File: src/rtl/wb_fb_rect_fill_if.sv
// Wishbone classic write-bus bundle between the rectangle filler (master)
// and the framebuffer slave port.
interface wb_fb_rect_fill_if;
    logic [14:0] O_wb_adr;
    logic [7:0]  O_wb_dat;
    logic        O_wb_we;
    logic        O_wb_stb;
    logic        O_wb_cyc;
    logic        I_wb_ack;

    modport master (
        output O_wb_adr, O_wb_dat, O_wb_we, O_wb_stb, O_wb_cyc,
        input  I_wb_ack
    );

    modport slave (
        input  O_wb_adr, O_wb_dat, O_wb_we, O_wb_stb, O_wb_cyc,
        output I_wb_ack
    );
endinterface

File: src/rtl/wb_fb_rect_fill.sv
// Rectangle fill engine: writes one colour byte per pixel of a clipped,
// axis-aligned rectangle into the RGB332 framebuffer over Wishbone classic.
// Row-major scan; cyc is held for the whole rectangle and stb is dropped for
// one GAP cycle between pixels so the slave's registered ack can clear.
module wb_fb_rect_fill #(
    parameter int FB_WIDTH    = 160,
    parameter int FB_HEIGHT   = 120,
    parameter int ACK_TIMEOUT = 255
) (
    input  logic                  I_wb_clk,
    input  logic                  I_wb_rst,
    input  logic                  I_start,
    input  logic [7:0]            I_x,
    input  logic [6:0]            I_y,
    input  logic [7:0]            I_w,
    input  logic [6:0]            I_h,
    input  logic [7:0]            I_color,
    output logic                  O_busy,
    output logic                  O_done,
    output logic                  O_err,
    wb_fb_rect_fill_if.master     wb
);

    localparam logic [14:0] FB_W15  = 15'(FB_WIDTH);
    localparam logic [8:0]  FB_W9   = 9'(FB_WIDTH);
    localparam logic [7:0]  FB_H8   = 8'(FB_HEIGHT);
    localparam logic [7:0]  TO_LAST = 8'(ACK_TIMEOUT - 1);

    typedef enum logic [2:0] {
        ST_IDLE  = 3'd0,
        ST_SETUP = 3'd1,
        ST_WRITE = 3'd2,
        ST_GAP   = 3'd3,
        ST_DONE  = 3'd4
    } state_t;

    state_t      state_q, state_d;
    logic [7:0]  x_q, x_d;
    logic [6:0]  y_q, y_d;
    logic [7:0]  w_q, w_d;
    logic [6:0]  h_q, h_d;
    logic [7:0]  color_q, color_d;
    logic [7:0]  ew_q, ew_d;
    logic [6:0]  eh_q, eh_d;
    logic [7:0]  col_q, col_d;
    logic [6:0]  row_q, row_d;
    logic [14:0] row_base_q, row_base_d;
    logic [7:0]  wait_q, wait_d;
    logic [14:0] adr_q, adr_d;
    logic [7:0]  dat_q, dat_d;
    logic        we_q, we_d;
    logic        stb_q, stb_d;
    logic        cyc_q, cyc_d;
    logic        busy_q, busy_d;
    logic        done_q, done_d;
    logic        err_q, err_d;

    logic [8:0]  avail_x_s;
    logic [7:0]  avail_y_s;
    logic [7:0]  ew_s;
    logic [6:0]  eh_s;
    logic        empty_s;
    logic [14:0] base_s;
    logic        col_last_s;
    logic        row_last_s;

    // Clipping, emptiness test and y*FB_WIDTH as an unrolled shift-add.
    always_comb begin
        avail_x_s = FB_W9 - {1'b0, x_q};
        avail_y_s = FB_H8 - {1'b0, y_q};
        ew_s      = ({1'b0, w_q} < avail_x_s) ? w_q : avail_x_s[7:0];
        eh_s      = ({1'b0, h_q} < avail_y_s) ? h_q : avail_y_s[6:0];
        empty_s   = ({1'b0, x_q} >= FB_W9) || ({1'b0, y_q} >= FB_H8) ||
                    (w_q == 8'd0) || (h_q == 7'd0);
        base_s    = 15'd0;
        for (int b = 0; b < 15; b++) begin
            if (FB_W15[b]) begin
                base_s = base_s + ({8'd0, y_q} << b);
            end else begin
                base_s = base_s;
            end
        end
        col_last_s = (col_q == (ew_q - 8'd1));
        row_last_s = (row_q == (eh_q - 7'd1));
    end

    // Next-state and registered-output computation for the fill FSM.
    always_comb begin
        state_d    = state_q;
        x_d        = x_q;
        y_d        = y_q;
        w_d        = w_q;
        h_d        = h_q;
        color_d    = color_q;
        ew_d       = ew_q;
        eh_d       = eh_q;
        col_d      = col_q;
        row_d      = row_q;
        row_base_d = row_base_q;
        wait_d     = wait_q;
        adr_d      = adr_q;
        dat_d      = dat_q;
        we_d       = we_q;
        stb_d      = stb_q;
        cyc_d      = cyc_q;
        busy_d     = busy_q;
        done_d     = 1'b0;
        err_d      = err_q;

        case (state_q)
            ST_IDLE: begin
                cyc_d  = 1'b0;
                stb_d  = 1'b0;
                we_d   = 1'b0;
                busy_d = 1'b0;
                if (I_start) begin
                    x_d     = I_x;
                    y_d     = I_y;
                    w_d     = I_w;
                    h_d     = I_h;
                    color_d = I_color;
                    err_d   = 1'b0;
                    busy_d  = 1'b1;
                    state_d = ST_SETUP;
                end else begin
                    state_d = ST_IDLE;
                end
            end

            ST_SETUP: begin
                if (empty_s) begin
                    done_d  = 1'b1;
                    state_d = ST_DONE;
                end else begin
                    ew_d       = ew_s;
                    eh_d       = eh_s;
                    row_base_d = base_s;
                    col_d      = 8'd0;
                    row_d      = 7'd0;
                    wait_d     = 8'd0;
                    adr_d      = base_s + {7'd0, x_q};
                    dat_d      = color_q;
                    cyc_d      = 1'b1;
                    stb_d      = 1'b1;
                    we_d       = 1'b1;
                    state_d    = ST_WRITE;
                end
            end

            ST_WRITE: begin
                if (wb.I_wb_ack) begin
                    if (col_last_s && row_last_s) begin
                        cyc_d   = 1'b0;
                        stb_d   = 1'b0;
                        we_d    = 1'b0;
                        done_d  = 1'b1;
                        state_d = ST_DONE;
                    end else begin
                        if (col_last_s) begin
                            col_d      = 8'd0;
                            row_d      = row_q + 7'd1;
                            row_base_d = row_base_q + FB_W15;
                        end else begin
                            col_d = col_q + 8'd1;
                        end
                        stb_d   = 1'b0;
                        state_d = ST_GAP;
                    end
                end else if (wait_q == TO_LAST) begin
                    // Slave never answered: abandon the whole command.
                    cyc_d   = 1'b0;
                    stb_d   = 1'b0;
                    we_d    = 1'b0;
                    err_d   = 1'b1;
                    done_d  = 1'b1;
                    state_d = ST_DONE;
                end else begin
                    wait_d = wait_q + 8'd1;
                end
            end

            ST_GAP: begin
                // Counters were advanced on the ack; present the next pixel.
                adr_d   = row_base_q + {7'd0, x_q} + {7'd0, col_q};
                wait_d  = 8'd0;
                stb_d   = 1'b1;
                state_d = ST_WRITE;
            end

            ST_DONE: begin
                busy_d  = 1'b0;
                state_d = ST_IDLE;
            end

            default: begin
                cyc_d   = 1'b0;
                stb_d   = 1'b0;
                we_d    = 1'b0;
                busy_d  = 1'b0;
                state_d = ST_IDLE;
            end
        endcase
    end

    // State and output registers; reset releases the bus immediately.
    always_ff @(posedge I_wb_clk or posedge I_wb_rst) begin
        if (I_wb_rst) begin
            state_q    <= ST_IDLE;
            x_q        <= 8'd0;
            y_q        <= 7'd0;
            w_q        <= 8'd0;
            h_q        <= 7'd0;
            color_q    <= 8'd0;
            ew_q       <= 8'd0;
            eh_q       <= 7'd0;
            col_q      <= 8'd0;
            row_q      <= 7'd0;
            row_base_q <= 15'd0;
            wait_q     <= 8'd0;
            adr_q      <= 15'd0;
            dat_q      <= 8'd0;
            we_q       <= 1'b0;
            stb_q      <= 1'b0;
            cyc_q      <= 1'b0;
            busy_q     <= 1'b0;
            done_q     <= 1'b0;
            err_q      <= 1'b0;
        end else begin
            state_q    <= state_d;
            x_q        <= x_d;
            y_q        <= y_d;
            w_q        <= w_d;
            h_q        <= h_d;
            color_q    <= color_d;
            ew_q       <= ew_d;
            eh_q       <= eh_d;
            col_q      <= col_d;
            row_q      <= row_d;
            row_base_q <= row_base_d;
            wait_q     <= wait_d;
            adr_q      <= adr_d;
            dat_q      <= dat_d;
            we_q       <= we_d;
            stb_q      <= stb_d;
            cyc_q      <= cyc_d;
            busy_q     <= busy_d;
            done_q     <= done_d;
            err_q      <= err_d;
        end
    end

    assign wb.O_wb_adr = adr_q;
    assign wb.O_wb_dat = dat_q;
    assign wb.O_wb_we  = we_q;
    assign wb.O_wb_stb = stb_q;
    assign wb.O_wb_cyc = cyc_q;
    assign O_busy      = busy_q;
    assign O_done      = done_q;
    assign O_err       = err_q;

endmodule
File: src/flat_wrapper.sv
// flat-port wrapper written by rule: the top's interface ports become plain ports
module wb_fb_rect_fill_flat 
#(
    parameter int FB_WIDTH    = 160,
    parameter int FB_HEIGHT   = 120,
    parameter int ACK_TIMEOUT = 255
)
  (I_wb_clk, I_wb_rst, I_start, I_x, I_y, I_w, I_h, I_color, O_busy, O_done, O_err, wb_O_wb_adr, wb_O_wb_dat, wb_O_wb_we, wb_O_wb_stb, wb_O_wb_cyc, wb_I_wb_ack);
  wb_fb_rect_fill_if wb_i ();
  input  logic I_wb_clk;
  input  logic I_wb_rst;
  input  logic I_start;
  input  logic [7:0] I_x;
  input  logic [6:0] I_y;
  input  logic [7:0] I_w;
  input  logic [6:0] I_h;
  input  logic [7:0] I_color;
  output logic O_busy;
  output logic O_done;
  output logic O_err;
  output wire logic [$bits(wb_i.O_wb_adr)-1:0] wb_O_wb_adr;
  output wire logic [$bits(wb_i.O_wb_dat)-1:0] wb_O_wb_dat;
  output wire logic [$bits(wb_i.O_wb_we)-1:0] wb_O_wb_we;
  output wire logic [$bits(wb_i.O_wb_stb)-1:0] wb_O_wb_stb;
  output wire logic [$bits(wb_i.O_wb_cyc)-1:0] wb_O_wb_cyc;
  input wire logic [$bits(wb_i.I_wb_ack)-1:0] wb_I_wb_ack;
  assign wb_O_wb_adr = wb_i.O_wb_adr;
  assign wb_O_wb_dat = wb_i.O_wb_dat;
  assign wb_O_wb_we = wb_i.O_wb_we;
  assign wb_O_wb_stb = wb_i.O_wb_stb;
  assign wb_O_wb_cyc = wb_i.O_wb_cyc;
  assign wb_i.I_wb_ack = wb_I_wb_ack;
  wb_fb_rect_fill #(.FB_WIDTH(FB_WIDTH), .FB_HEIGHT(FB_HEIGHT), .ACK_TIMEOUT(ACK_TIMEOUT)) u_core (.I_wb_clk(I_wb_clk), .I_wb_rst(I_wb_rst), .I_start(I_start), .I_x(I_x), .I_y(I_y), .I_w(I_w), .I_h(I_h), .I_color(I_color), .O_busy(O_busy), .O_done(O_done), .O_err(O_err), .wb(wb_i));
endmodule
File: config.mk
export PLATFORM = sky130hd
export DESIGN_NAME = wb_fb_rect_fill_flat
export DESIGN_NICKNAME = d
export VERILOG_FILES = /design/src/rtl/wb_fb_rect_fill_if.sv /design/src/rtl/wb_fb_rect_fill.sv /design/src/flat_wrapper.sv
export SDC_FILE = /design/constraint.sdc
export NUM_CORES = 1
export LEC_CHECK = 0
export BUFFER_PORTS_ARGS = -buffer_cell sky130_fd_sc_hd__buf_2
export CORE_ASPECT_RATIO = 2
export CORE_MARGIN = 1
export CORE_UTILIZATION = 35
export DETAILED_ROUTE_END_ITERATION = 8
export HOLD_SLACK_MARGIN = 0.15
export PLACE_DENSITY = 0.58
export RECOVER_POWER = 50
export SYNTH_ARGS = -nofsm -noshare
export SYNTH_HDL_FRONTEND = slang
export SYNTH_SLANG_ARGS = --single-unit
File: constraint.sdc
create_clock -name I_wb_clk -period 5.1 [get_ports I_wb_clk]
set_input_delay 1.02 -clock I_wb_clk [delete_from_list [all_inputs] [get_ports I_wb_clk]]
set_output_delay 1.02 -clock I_wb_clk [all_outputs]
set_load 0.05 [all_outputs]
## Yosys cells after proc, flatten, opt, wreduce, memory -nomap -nowiden

Index checks and enable logic that the tools add are counted.

- Word-level logic and storage cells: 123
- Flip-flop bits (word level): 122
- RAM bits: 0
- Bits in latches: 0
- Memory bits (read-only): 0
- Memories: 0

- Div/mod/pow operators: 0
- Equality and inequality tests: 17
- Shift-type cells: 0
- Bitwise operators: 3
- Magnitude comparators: 4
- Multipliers: 0
- Mux-type cells: 46
- Add/sub/neg operators: 12
- Reductions and logical operators: 22

Operators by type and width:

| kind | count |
|---|---|
| 15-bit 2-to-1 mux | 5 |
| 15-bit one-hot mux with 2 select lines | 2 |
| 8-bit 2-to-1 mux | 7 |
| 15-bit by 8-bit adder with 15-bit output | 3 |
| 7-bit 2-to-1 mux | 5 |
| 8-bit one-hot mux with 3 select lines | 1 |
| 8-bit by 1-bit adder with 8-bit output (second input constant) | 2 |
| 8-bit one-hot mux with 2 select lines | 1 |
| 4-bit AND reduction | 4 |
| 12-bit by 14-bit adder with 15-bit output | 1 |
| 15-bit by 8-bit adder with 15-bit output (second input constant) | 1 |
| 1-bit 2-to-1 mux | 14 |
| 7-bit one-hot mux with 2 select lines | 1 |
| 3-bit 2-to-1 mux | 4 |
| 2-bit inequality test (second input constant) | 6 |
| 3-bit one-hot mux with 4 select lines | 1 |
| 8-bit by 9-bit less-than comparator with 1-bit output | 1 |
| 8-bit by 8-bit subtractor with 9-bit output (first input constant) | 1 |
| 8-bit == test | 1 |
| 8-bit == test (second input constant) | 1 |
| 8-bit greater-or-equal comparator (second input constant) | 1 |
| 8-bit zero test | 1 |
| 7-bit by 8-bit less-than comparator with 1-bit output | 1 |
| 7-bit by 7-bit subtractor with 8-bit output (first input constant) | 1 |
| other kinds (25) | 38 |

## Logic depth before layout (Yosys ltp)

Gate-level depths: netlist (run 1).

- Depth in word-level cells: 6
- Gate-level depth with buffers: 14
- Depth with buffers taken out: 13

## Worst setup path after synthesis (run 1)

OpenSTA, ideal clock, no wires.

- Path kind: register to register
- Start: register u_core.x_q[0]
- End: register u_core.ew_q[7]
- Setup slack: 2,264 ps
- Setup time: 116 ps
- Arrival time: 2,720 ps
- Buffers on the path: 1
- Cell stages (with the launch flop): 12
- Path through: dfrtp_1 -> inv_1 -> ha_1 -> nor3b_1 -> xor2_1 -> ha_1 -> o21ai_0 -> a21oi_1 -> o41ai_1 -> clkbuf_1 -> nand3_1 -> o311ai_0

- Word-level cells in the longest chain between the ends: 6
- Elaborated cells between the ends (all ways): 9
- Classes of those cells: 1 x add/sub; 2 x order compare; 1 x mux; 1 x bitwise; 4 x reduce/logical

RTL lines:

| item | RTL line | text |
|---|---|---|
| from (decl) | wb_fb_rect_fill.sv:38 | `logic [7:0] x_q, x_d;` |
| from (signal assigned) | wb_fb_rect_fill.sv:209 | `x_q <= 8'd0;` |
| from (signal assigned) | wb_fb_rect_fill.sv:230 | `x_q <= x_d;` |
| branches (longest 6 deep; another with 8-bit by 8-bit subtractor with 9-bit output) | - |  |
| to (signal assigned) | wb_fb_rect_fill.sv:235 | `ew_q <= ew_d;` |
| to (decl) | wb_fb_rect_fill.sv:43 | `logic [7:0] ew_q, ew_d;` |

Parallel ways; which one is timed is not known.
A chain may end at the register's enable or synchronous reset.

## Worst setup path in the final report (run 1)

- Start: register u_core.x_q[0]
- End: register u_core.row_q[3]

- Word-level cells in the longest chain between the ends: 6

RTL lines:

| item | RTL line | text |
|---|---|---|
| 8-bit greater-or-equal comparator | wb_fb_rect_fill.sv:73 | `empty_s = ({1'b0, x_q} >= FB_W9) \|\| ({1'b0, y_q} >= FB_H8) \|\|` |
| 1-bit logical OR (2 in series) | wb_fb_rect_fill.sv:73 |  |
| 1-bit logical OR | wb_fb_rect_fill.sv:74 | `(w_q == 8'd0) \|\| (h_q == 7'd0);` |
| 2-bit inequality test (no source line) | - |  |
| 5-bit AND reduction (no source line) | - |  |
| to (signal assigned) | wb_fb_rect_fill.sv:238 | `row_q <= row_d;` |
| to (decl) | wb_fb_rect_fill.sv:46 | `logic [6:0] row_q, row_d;` |

No other way between the ends.

==> flow_metrics.tcl, run 1 <==
set metrics [dict create \
    top_level_pins 71 \
    hold_class "flop to flop" \
    worst-r2r-cell-count 9 \
    io_buffers 70 \
    synth.mux.area_fraction_pct 5.94 \
    fin_cells 1108 \
    post_synth.cell_area_avg_um2 9.39 \
    synthDistinctLibCells 70 \
    max_stage_delay_ns 0.81 \
    cts_buffer_depth 2 \
    rsz0062_at_grt "false" \
    yosys.cell_count.top_type "dfrtp_1" \
    pd_cells_nw_per_um2 805 \
    clkLatencyLatePin_ns 0.42 \
    grt_start_max_net_pins 52 \
    critical_path_arrival_ns 3.98 \
    post_dp_hpwl_um 14300 \
    post_synth_instance_area_um2 7180 \
    ctsHtreeMaxLevel 4 \
    post_synth_main_area_contributors "dfrtp_1, ha_1, nand2_1, mux2_2, xnor2_1" \
    clkSinkCount 117 \
    synth_compound_area_share_pct 15.7 \
    cap_violations 3 \
    slew_violations 133 \
    post_synth_xor_area_fraction_pct 7.19 \
    worstHoldStart "u_core.color_q[7]$_DFFE_PP0P_" \
    synth_top_family_by_area "simple AND/OR/NAND/NOR gates" \
    share_of_cells_above_drive_strength_1_pct 17.8 \
    fin_worst_skew_ns 0.00740 \
    final_nets 924 \
    syn-num-nets 856 \
    final-hold-violation-count 0 \
    p_leak_nw 3.86 \
    place.detailed.instances 1076 \
    failing_checks "capacitance limit, slew limit" \
    grt_use_total_pct 19.5 \
    number_of_vias_per_cell_after_detailed_routing 5.24 \
    yosysTopAreaCell "dfrtp_1" \
    synth_simple_gate_area_share_pct 17.3 \
    synth.yosys.warnings 0 \
    clk_pin_slew_worst_paths_ns 0.06 \
    timing.critical_path.fanout_max 31 \
    r2r-end "u_core.row_q[3]$_DFFE_PP0P_" \
    drt_pre_antenna_iters 5 \
    critical_path.reg2reg.startpoint "u_core.x_q[0]$_DFFE_PP0P_" \
    gp_congestion 0.836 \
    first_global_vias 5970 \
    netlist_top_cells_count "dfrtp_1, nand2_1, nor2_1" \
    post-route-period-util_pct 71.3 \
    die-area_um2 21100 \
    dieWidth_um 103 \
    area_growth_syn_to_layout_pct 17.5 \
    synth.top_cell.area_share_pct 40.8 \
    diodes 0 \
    wire_per_inst_um 17.1 \
    start_util_pct 35.9 \
    synth.yosys.seq_area_share_pct 40.8 \
    route.vias.total 5803 \
    crit_slowest_cell "nor3_4" \
    critPathCaptureType "flop" \
    synth_top_flop_cell "dfrtp_1" \
    timing.critical_path.from_type "flop" \
    timing.max_slew.rel_slack_pct -70.8 \
    critPathRequiredTime_ns 5.45 \
    antenna_found_initial 0 \
    finalSetupViolCount 0 \
    min_delay_worst_endpoint "u_core.wb.O_wb_dat[7]$_DFFE_PP0P_" \
    post-route-min-period_ns 3.63 \
    cts-buffers-inserted 17 \
    chip_height_um 205 \
    wirelength_um 18900 \
    grt_residual_overflow 0 \
    reg2reg_slack_ns 1.47 \
    root_buffer "clkbuf_16" \
    min_path_cells 2 \
    number_of_synthesized_flops_with_an_enable_pin 0 \
    p_total_mw 6.80 \
    tightestPinTransition_ns 2.56 \
    worst_setup_path_startpoint "u_core.x_q[0]$_DFFE_PP0P_" \
    num_rows 73 \
    clock_tree_from_tritoncts "yes" \
    adder_cell_fraction_of_synth_area_pct 9.16 \
    post_cts_hold_buffer_count 0 \
    postSynth.asyncResetShare_pct 100 \
    cts_setup_buffers 0 \
    cts_repair_resize_count 0 \
    core_area_um2 20000 \
    worstPathCellList "or4_4 -> a211oi_2 -> o211ai_1 -> nor3_4 -> nor2_1 -> nor3b_2 -> buf_4 -> and4_1 -> mux2i_1" \
    max_freq_mhz 275 \
    synthesis.instances 765 \
    synth-seq-cells 117 \
    outcome "finished with violations" \
    timing_worst_setup_path_type "flop to flop" \
    fin_worst_hold_slack_ns 0.464 \
    setup_tns_ns 0 \
    filler_cell_count 1984 \
    detail_route.iter0.violations 302 \
    drt_drc_violations_left 0 \
    maximum_vdd_drop_uv 289 \
    grt_pass1_wl_um 30800 \
    route.antenna.remaining_nets 0 \
]
==> cells in the final DEF (no fill, tap or decap), types with 4 or more instances in the layout <==
cell type and count:
nand4_1 9, clkbuf_1 6, a21oi_1 38, nand3_1 21, nand2b_1 10, nand3b_1 5, o21bai_1 4, o21a_1 4
o211ai_1 6, xor2_1 27, a211oi_1 4, dfrtp_1 117, xnor2_1 32, a21o_1 8, fa_1 6, nor2_1 54
buf_2 67, o31ai_1 6, mux2i_1 10, nand2_1 112, o22ai_1 4, ha_1 43, clkbuf_16 17, buf_4 8
a22o_1 5, and3_1 8, o21ai_0 48, nor3_1 13, mux2_2 29, or3_1 6, inv_1 38, a22oi_1 4
==> flip-flops by register name, summed over array words and instances, names as in the netlist, 8 cells and up <==
register	count
u_core.color_q	8
u_core.ew_q	8
u_core.wb.O_wb_adr	15
u_core.col_q	8
u_core.w_q	8
u_core.row_base_q	10
u_core.wait_q	8
u_core.x_q	8
u_core.wb.O_wb_dat	8
==> per-layer routing <==
layer,vias to the layer above,track usage (%),part of all wire (%)
li1,2834,-,-
met1,2800,21.3,39
met2,123,35.2,54
met3,46,2.97,2.8
met4,0,10.5,4.3
met5,-,0,0
==> layout make-up <==
| class | count | area, um2 | share of cell area, % |
|---|---|---|---|
| clock buffers | 20 | 457 | 5.41 |
| clock inverters | 12 | 154 | 1.82 |
| inverters | 39 | 148 | 1.75 |
| multi-input cells | 578 | 4010 | 47.5 |
| flip-flops and latches | 117 | 2930 | 34.7 |
| well taps | 262 | 328 | 3.88 |
| repair buffers | 80 | 414 | 4.91 |
==> how the worst max path moves through the flow <==
stage | cells past startpoint | slack [ns] | endpoint
after floorplan | 1 | 0.98 | u_core.O_busy$_DFFE_PP0N_
after global placement | 9 | 1.52 | u_core.row_q[3]$_DFFE_PP0P_
after detailed placement | 9 | 1.43 | u_core.row_q[3]$_DFFE_PP0P_
after CTS | 9 | 1.44 | u_core.row_q[3]$_DFFE_PP0P_
after global routing | 3 | 1.06 | u_core.ew_q[2]$_DFFE_PP0P_
final | 9 | 1.47 | u_core.row_q[3]$_DFFE_PP0P_
==> critical path: cells and delay by family (launching register included) <==
family / cells / cell delay [ns]
buf+inv: 1 / 0.33
flops: 1 / 0.42
mux: 1 / 0.17
simple gates: 5 / 2.07
compound gates: 2 / 0.57
==> metrics by stage <==
stage	worst slack [ns]	utilization [%]	instance area, um2
final	1.47	42.2	8440
after global routing	1.06	42.2	8440
after CTS	1.44	42.3	8460
after detailed placement	1.43	39.2	7850
after global placement	1.52	39.2	7850
after floorplan	0.979	-	7180
==> logic make-up after synthesis <==
kind of cell               count (synthesis)
DFF                                      117
AOI/OAI and AO/OA                        169
adders and majority gates                 49
and+or+nand+nor                          262
muxes                                     39
xor gates and xnor gates                  59
buffers and inverters                     70
==> where the power goes <==
group          switching (mW)  internal, mW  total, mW
clock network           0.444         0.792       1.24
registers               0.480          1.34       1.82
logic                    2.27          1.47       3.74
total                    3.20          3.60       6.80
No activity file was read; power rests on OpenSTA's default activity.
==> inputs of run 2 (changes only) <==
- clock period: 5.1 -> 3.4 ns (I/O delays scaled with it)
==> flow_metrics.tcl, run 2 (same netlist as run 1, synthesis figures left out) <==
set metrics [dict create \
    root_buffer "clkbuf_16" \
    die-area_um2 21100 \
    cap_violations 1 \
    diodes 0 \
    timing.critical_path.fanout_max 6 \
    num_rows 73 \
    finalSetupViolCount 0 \
    first_global_vias 6025 \
    dieWidth_um 103 \
    maximum_vdd_drop_uv 450 \
    tightestPinTransition_ns 1.71 \
    clkSinkCount 117 \
    ctsHtreeMaxLevel 4 \
    grt_use_total_pct 20.0 \
    failing_checks "capacitance limit, slew limit" \
    grt_start_max_net_pins 118 \
    slew_violations 118 \
    final-hold-violation-count 0 \
    hold_class "input port to flop" \
    clkLatencyLatePin_ns 0.43 \
    setup_tns_ns 0 \
    core_area_um2 20000 \
    post-route-min-period_ns 3.11 \
    chip_height_um 205 \
    cts-buffers-inserted 17 \
    p_leak_nw 3.85 \
    wl_met2_um 10300 \
    start_util_pct 35.9 \
    outcome "finished with violations" \
    max_freq_mhz 321 \
    route.top_layer_used "met4" \
    final_nets 932 \
    timing.critical_path.from_type "flop" \
    fin_worst_skew_ns 0.00648 \
    clk_pin_slew_worst_paths_ns 0.06 \
    antenna_found_initial 0 \
    grt_pass1_wl_um 31300 \
    route.vias.total 5925 \
    timing.max_slew.rel_slack_pct -14.0 \
    layout.cells.most_common_list "dfrtp_1, nand2_1, buf_2, nor2_1, o21ai_0" \
    detail_route.iter0.violations 314 \
    rsz0062_at_grt "false" \
    cts_repair_resize_count 0 \
    critPathRequiredTime_ns 3.71 \
    cts_buffer_depth 2 \
    io_buffers 70 \
    wirelength_um 19100 \
    cts_setup_buffers 0 \
    clock_tree_from_tritoncts "yes" \
    critPathCaptureType "flop" \
    wl_met3_um 691 \
    post_cts_hold_buffer_count 0 \
    largest_register_ffs 15 \
    filler_cell_count 1967 \
    grt_residual_overflow 0 \
    area_growth_syn_to_layout_pct 17.6 \
    drt_drc_violations_left 0 \
    wire_per_inst_um 17.1 \
    drt_pre_antenna_iters 5 \
    wirelength_met1_um 7420 \
    post-route-period-util_pct 91.6 \
    top_level_pins 71 \
    reg2reg_slack_ns 0.29 \
    timing_worst_setup_path_type "flop to flop" \
    final_common_cell "dfrtp_1" \
    gp_congestion 0.902 \
    critical_path_arrival_ns 3.42 \
    post_dp_hpwl_um 14100 \
    number_of_vias_per_cell_after_detailed_routing 5.31 \
    final_core_utilization_pct 42.2 \
    pd_cells_nw_per_um2 1190 \
    share_of_cells_above_drive_strength_1_pct 17.6 \
    route.antenna.remaining_nets 0 \
]
## run 2: cell types whose count changed in the layout (fill, tap and decap cells not counted), moves of 2 or more
cell,previous run,this run
buf_2,67,57
buf_4,8,16
bufinv_16,3,1
clkbuf_1,6,16
clkinv_4,3,1
clkinvlp_4,3,7
## run 2: metal layers
layer / track usage [%] / vias up
li1: - / 2860
met1: 22.1 / 2882
met2: 35.4 / 141
met3: 3.68 / 42
met4: 10.5 / 0
met5: 0 / -
## run 2: path summary, 6_finish.rpt
check | start | to | depth (start not counted)
setup / recovery | u_core.col_q[1]$_DFFE_PP0P_ | u_core.wb.O_wb_adr[13]$_DFFE_PP0P_ | 12
hold / removal | I_h[4] | u_core.h_q[4]$_DFFE_PP0P_ | 3
setup reg to reg | u_core.col_q[1]$_DFFE_PP0P_ | u_core.wb.O_wb_adr[13]$_DFFE_PP0P_ | 12
hold reg to reg | u_core.color_q[5]$_DFFE_PP0P_ | u_core.wb.O_wb_dat[5]$_DFFE_PP0P_ | 2
max in group asynchronous | I_wb_rst | u_core.wb.O_wb_adr[14]$_DFFE_PP0P_ | 3
min in group asynchronous | I_wb_rst | u_core.col_q[6]$_DFFE_PP0P_ | 3
## run 2: critical path, cell delays in order (launching register included)
cell	delay (ns)
dfrtp_1	0.46
ha_1	0.33
ha_1	0.22
fa_1	0.41
a21o_1	0.22
a21oi_1	0.25
nor2b_1	0.08
o21a_1	0.18
o41ai_1	0.35
buf_4	0.21
nor2_1	0.05
xnor2_1	0.14
a22oi_1	0.08
## run 2: power breakdown
group	switching (mW)	leakage, nW	internal, mW
logic	3.39	2.13	2.25
registers	0.718	1.46	2.01
clock network	0.679	0.258	1.04
## run 2: through the flow
step | setup WS, ns | hold WS [ns] | cells | total power [mW] | area, um2
6_report | 0.287 | 0.452 | 1116 | 10.1 | 8450
5_1_grt | 0.0238 | 0.461 | 1116 | 10.9 | 8450
4_1_cts | 0.240 | 0.433 | 1116 | 10.2 | 8480
3_5_place_dp | 0.262 | 0.455 | 1084 | 8.40 | 7920
3_3_place_gp | 0.267 | 0.448 | 1084 | 8.33 | 7920
2_1_floorplan | 0.564 | 0.435 | 765 | 6.84 | 7190
## run 2: final cells by class
type	instances	area, um2	share of cell area [%]
sequential	117	2930	34.6
tap	262	328	3.88
inverter	39	150	1.78
timing repair buffer	88	465	5.51
clock buffer	21	460	5.45
clock inverter	11	103	1.21
multi-input combinational	578	4020	47.5
==> inputs of run 3 (changes only) <==
- CORE_UTILIZATION: 35 -> 50
- CTS_CLUSTER_SIZE: not set -> 24
- PLACE_DENSITY: 0.58 -> 0.75
==> flow_metrics.tcl, run 3 (same netlist as run 1, synthesis figures left out) <==
set metrics [dict create \
    outcome "finished with violations" \
    failing_checks "capacitance limit, slew limit" \
    layout_setup_ws_ns 0.294 \
    pd_cells_nw_per_um2 1210 \
    cts_buffer_depth 2 \
    post-route-min-period_ns 3.11 \
    num_rows 61 \
    min_path_cells 3 \
    wire_per_inst_um 16.7 \
    slew_violations 68 \
    max_freq_mhz 322 \
    setup_tns_ns 0 \
    timing.max_slew.rel_slack_pct -15.7 \
    hold_class "input port to flop" \
    wirelength_um 17400 \
    critical-path-top-delay-family "compound AO/OA/AOI/OAI gates" \
    final_core_utilization_pct 60.0 \
    drt_drc_violations_left 0 \
    number_of_vias_per_cell_after_detailed_routing 5.67 \
    clkSinkCount 117 \
    start_util_pct 51.4 \
    fin_worst_hold_slack_ns 0.467 \
    timing.critical_path.fanout_max 27 \
    drt_pre_antenna_iters 4 \
    worst_setup_path_startpoint "u_core.ew_q[0]$_DFFE_PP0P_" \
    final_nets 930 \
    finalSetupViolCount 0 \
    critical_path_cell_count 11 \
    cap_violations 1 \
    fin_worst_skew_ns 0.0142 \
    root_buffer "clkbuf_16" \
    critical_path.reg2reg.startpoint "u_core.ew_q[0]$_DFFE_PP0P_" \
    detail_route.iter0.violations 377 \
    place.detailed.instances 1009 \
    antenna_found_initial 0 \
    timing_worst_setup_path_type "flop to flop" \
    share_of_cells_above_drive_strength_1_pct 17.6 \
    diodes 0 \
    max_stage_delay_ns 0.46 \
    clkLatencyLatePin_ns 0.42 \
    post_cts_hold_buffer_count 0 \
    critical_path_buf_inv_count 2 \
    area_growth_syn_to_layout_pct 16.7 \
    final_common_cell "dfrtp_1" \
    top_level_pins 71 \
    critPathRequiredTime_ns 3.74 \
    dieWidth_um 86.8 \
    cts-buffers-inserted 17 \
    layout.cells.most_common_list "dfrtp_1, nand2_1, buf_2, nor2_1, o21ai_0" \
    maximum_vdd_drop_uv 611 \
    final-hold-violation-count 0 \
    cts_repair_resize_count 0 \
    crit_slowest_cell "a2111o_1" \
    worst-r2r-cell-count 11 \
    gp_congestion 0.897 \
    post_dp_hpwl_um 12700 \
    first_global_vias 5878 \
    grt_residual_overflow 0 \
    io_buffers 70 \
    grt_use_total_pct 25.5 \
    tightestPinTransition_ns 1.74 \
    post-route-period-util_pct 91.4 \
    p_leak_nw 3.87 \
    clock_tree_from_tritoncts "yes" \
    timing.critical_path.from_type "flop" \
    grt_pass1_wl_um 28900 \
    fin_cells 1041 \
    ctsHtreeMaxLevel 4 \
    largest_register_ffs 15 \
    worstHoldStart "I_h[2]" \
    critPathCaptureType "flop" \
    clk_pin_slew_worst_paths_ns 0.06 \
    route.antenna.remaining_nets 0 \
    chip_height_um 172 \
    critical_path_arrival_ns 3.44 \
    rsz0062_at_grt "false" \
    worstPathCellList "inv_1 -> ha_1 -> nand2_1 -> o211ai_1 -> o21ai_0 -> a2111o_1 -> o31ai_1 -> nor3b_2 -> buf_12 -> and4_1 -> mux2i_1" \
    route.vias.total 5904 \
    grt_start_max_net_pins 68 \
    cts_setup_buffers 0 \
    core_area_um2 14000 \
    die-area_um2 14900 \
    pre_cts_slack_ns 0.316 \
]
## run 3: cell count changes in the layout (fill, tap and decap cells not counted), moves of 2 or more
cell / change
inv_6: +3
clkbuf_1: -2
buf_4: -3
clkbuf_8: -2
clkbuf_2: +2
clkinv_4: +5
clkinvlp_4: -6
## run 3: worst reg2reg max path: stages (launching register included)
cell,delay [ns]
dfrtp_1,0.43
inv_1,0.09
ha_1,0.29
nand2_1,0.10
o211ai_1,0.15
o21ai_0,0.12
a2111o_1,0.46
o31ai_1,0.41
nor3b_2,0.36
buf_12,0.21
and4_1,0.23
mux2i_1,0.18
## run 3: layer usage
layer / up-vias / part of all wire (%) / track usage [%]
met5: - / 0 / 0
met4: 0 / 4.2 / 14.0
met3: 51 / 4.2 / 4.80
met2: 163 / 53 / 45.2
met1: 2830 / 38 / 28.4
li1: 2860 / - / -
## run 3: final cells by class
class | instances | area [um2]
clock buffer | 17 | 425
clock inverter | 15 | 171
fill | 1166 | 5580
inverter | 39 | 148
multi-input combinational | 578 | 4020
sequential | 117 | 2930
tap | 189 | 236
timing repair buffer | 86 | 460
## run 3: where the power goes
part	switching (mW)	leakage, nW	internal (mW)
combinational	3.32	2.12	2.24
clock	0.723	0.291	1.10
sequential	0.731	1.46	2.00
total	4.78	3.87	5.34
## run 3: path summary, 6_finish.rpt
| path | endpoint | slack [ns] |
|---|---|---|
| max reg2reg | u_core.row_q[3]$_DFFE_PP0P_ | 0.29 |
| max | u_core.row_q[3]$_DFFE_PP0P_ | 0.29 |
| min | u_core.h_q[2]$_DFFE_PP0P_ | 0.47 |
| min in group asynchronous | u_core.w_q[3]$_DFFE_PP0P_ | 0.68 |
| max in group asynchronous | u_core.row_base_q[7]$_DFFE_PP0P_ | 1.47 |
| min reg2reg | u_core.wb.O_wb_dat[2]$_DFFE_PP0P_ | 0.47 |
## run 3: through the flow
step | power [mW] | cell area (um2)
2_1_floorplan | 6.84 | 7190
3_3_place_gp | 8.16 | 7810
3_5_place_dp | 8.29 | 7810
4_1_cts | 10.2 | 8410
5_1_grt | 10.9 | 8390
6_report | 10.1 | 8390
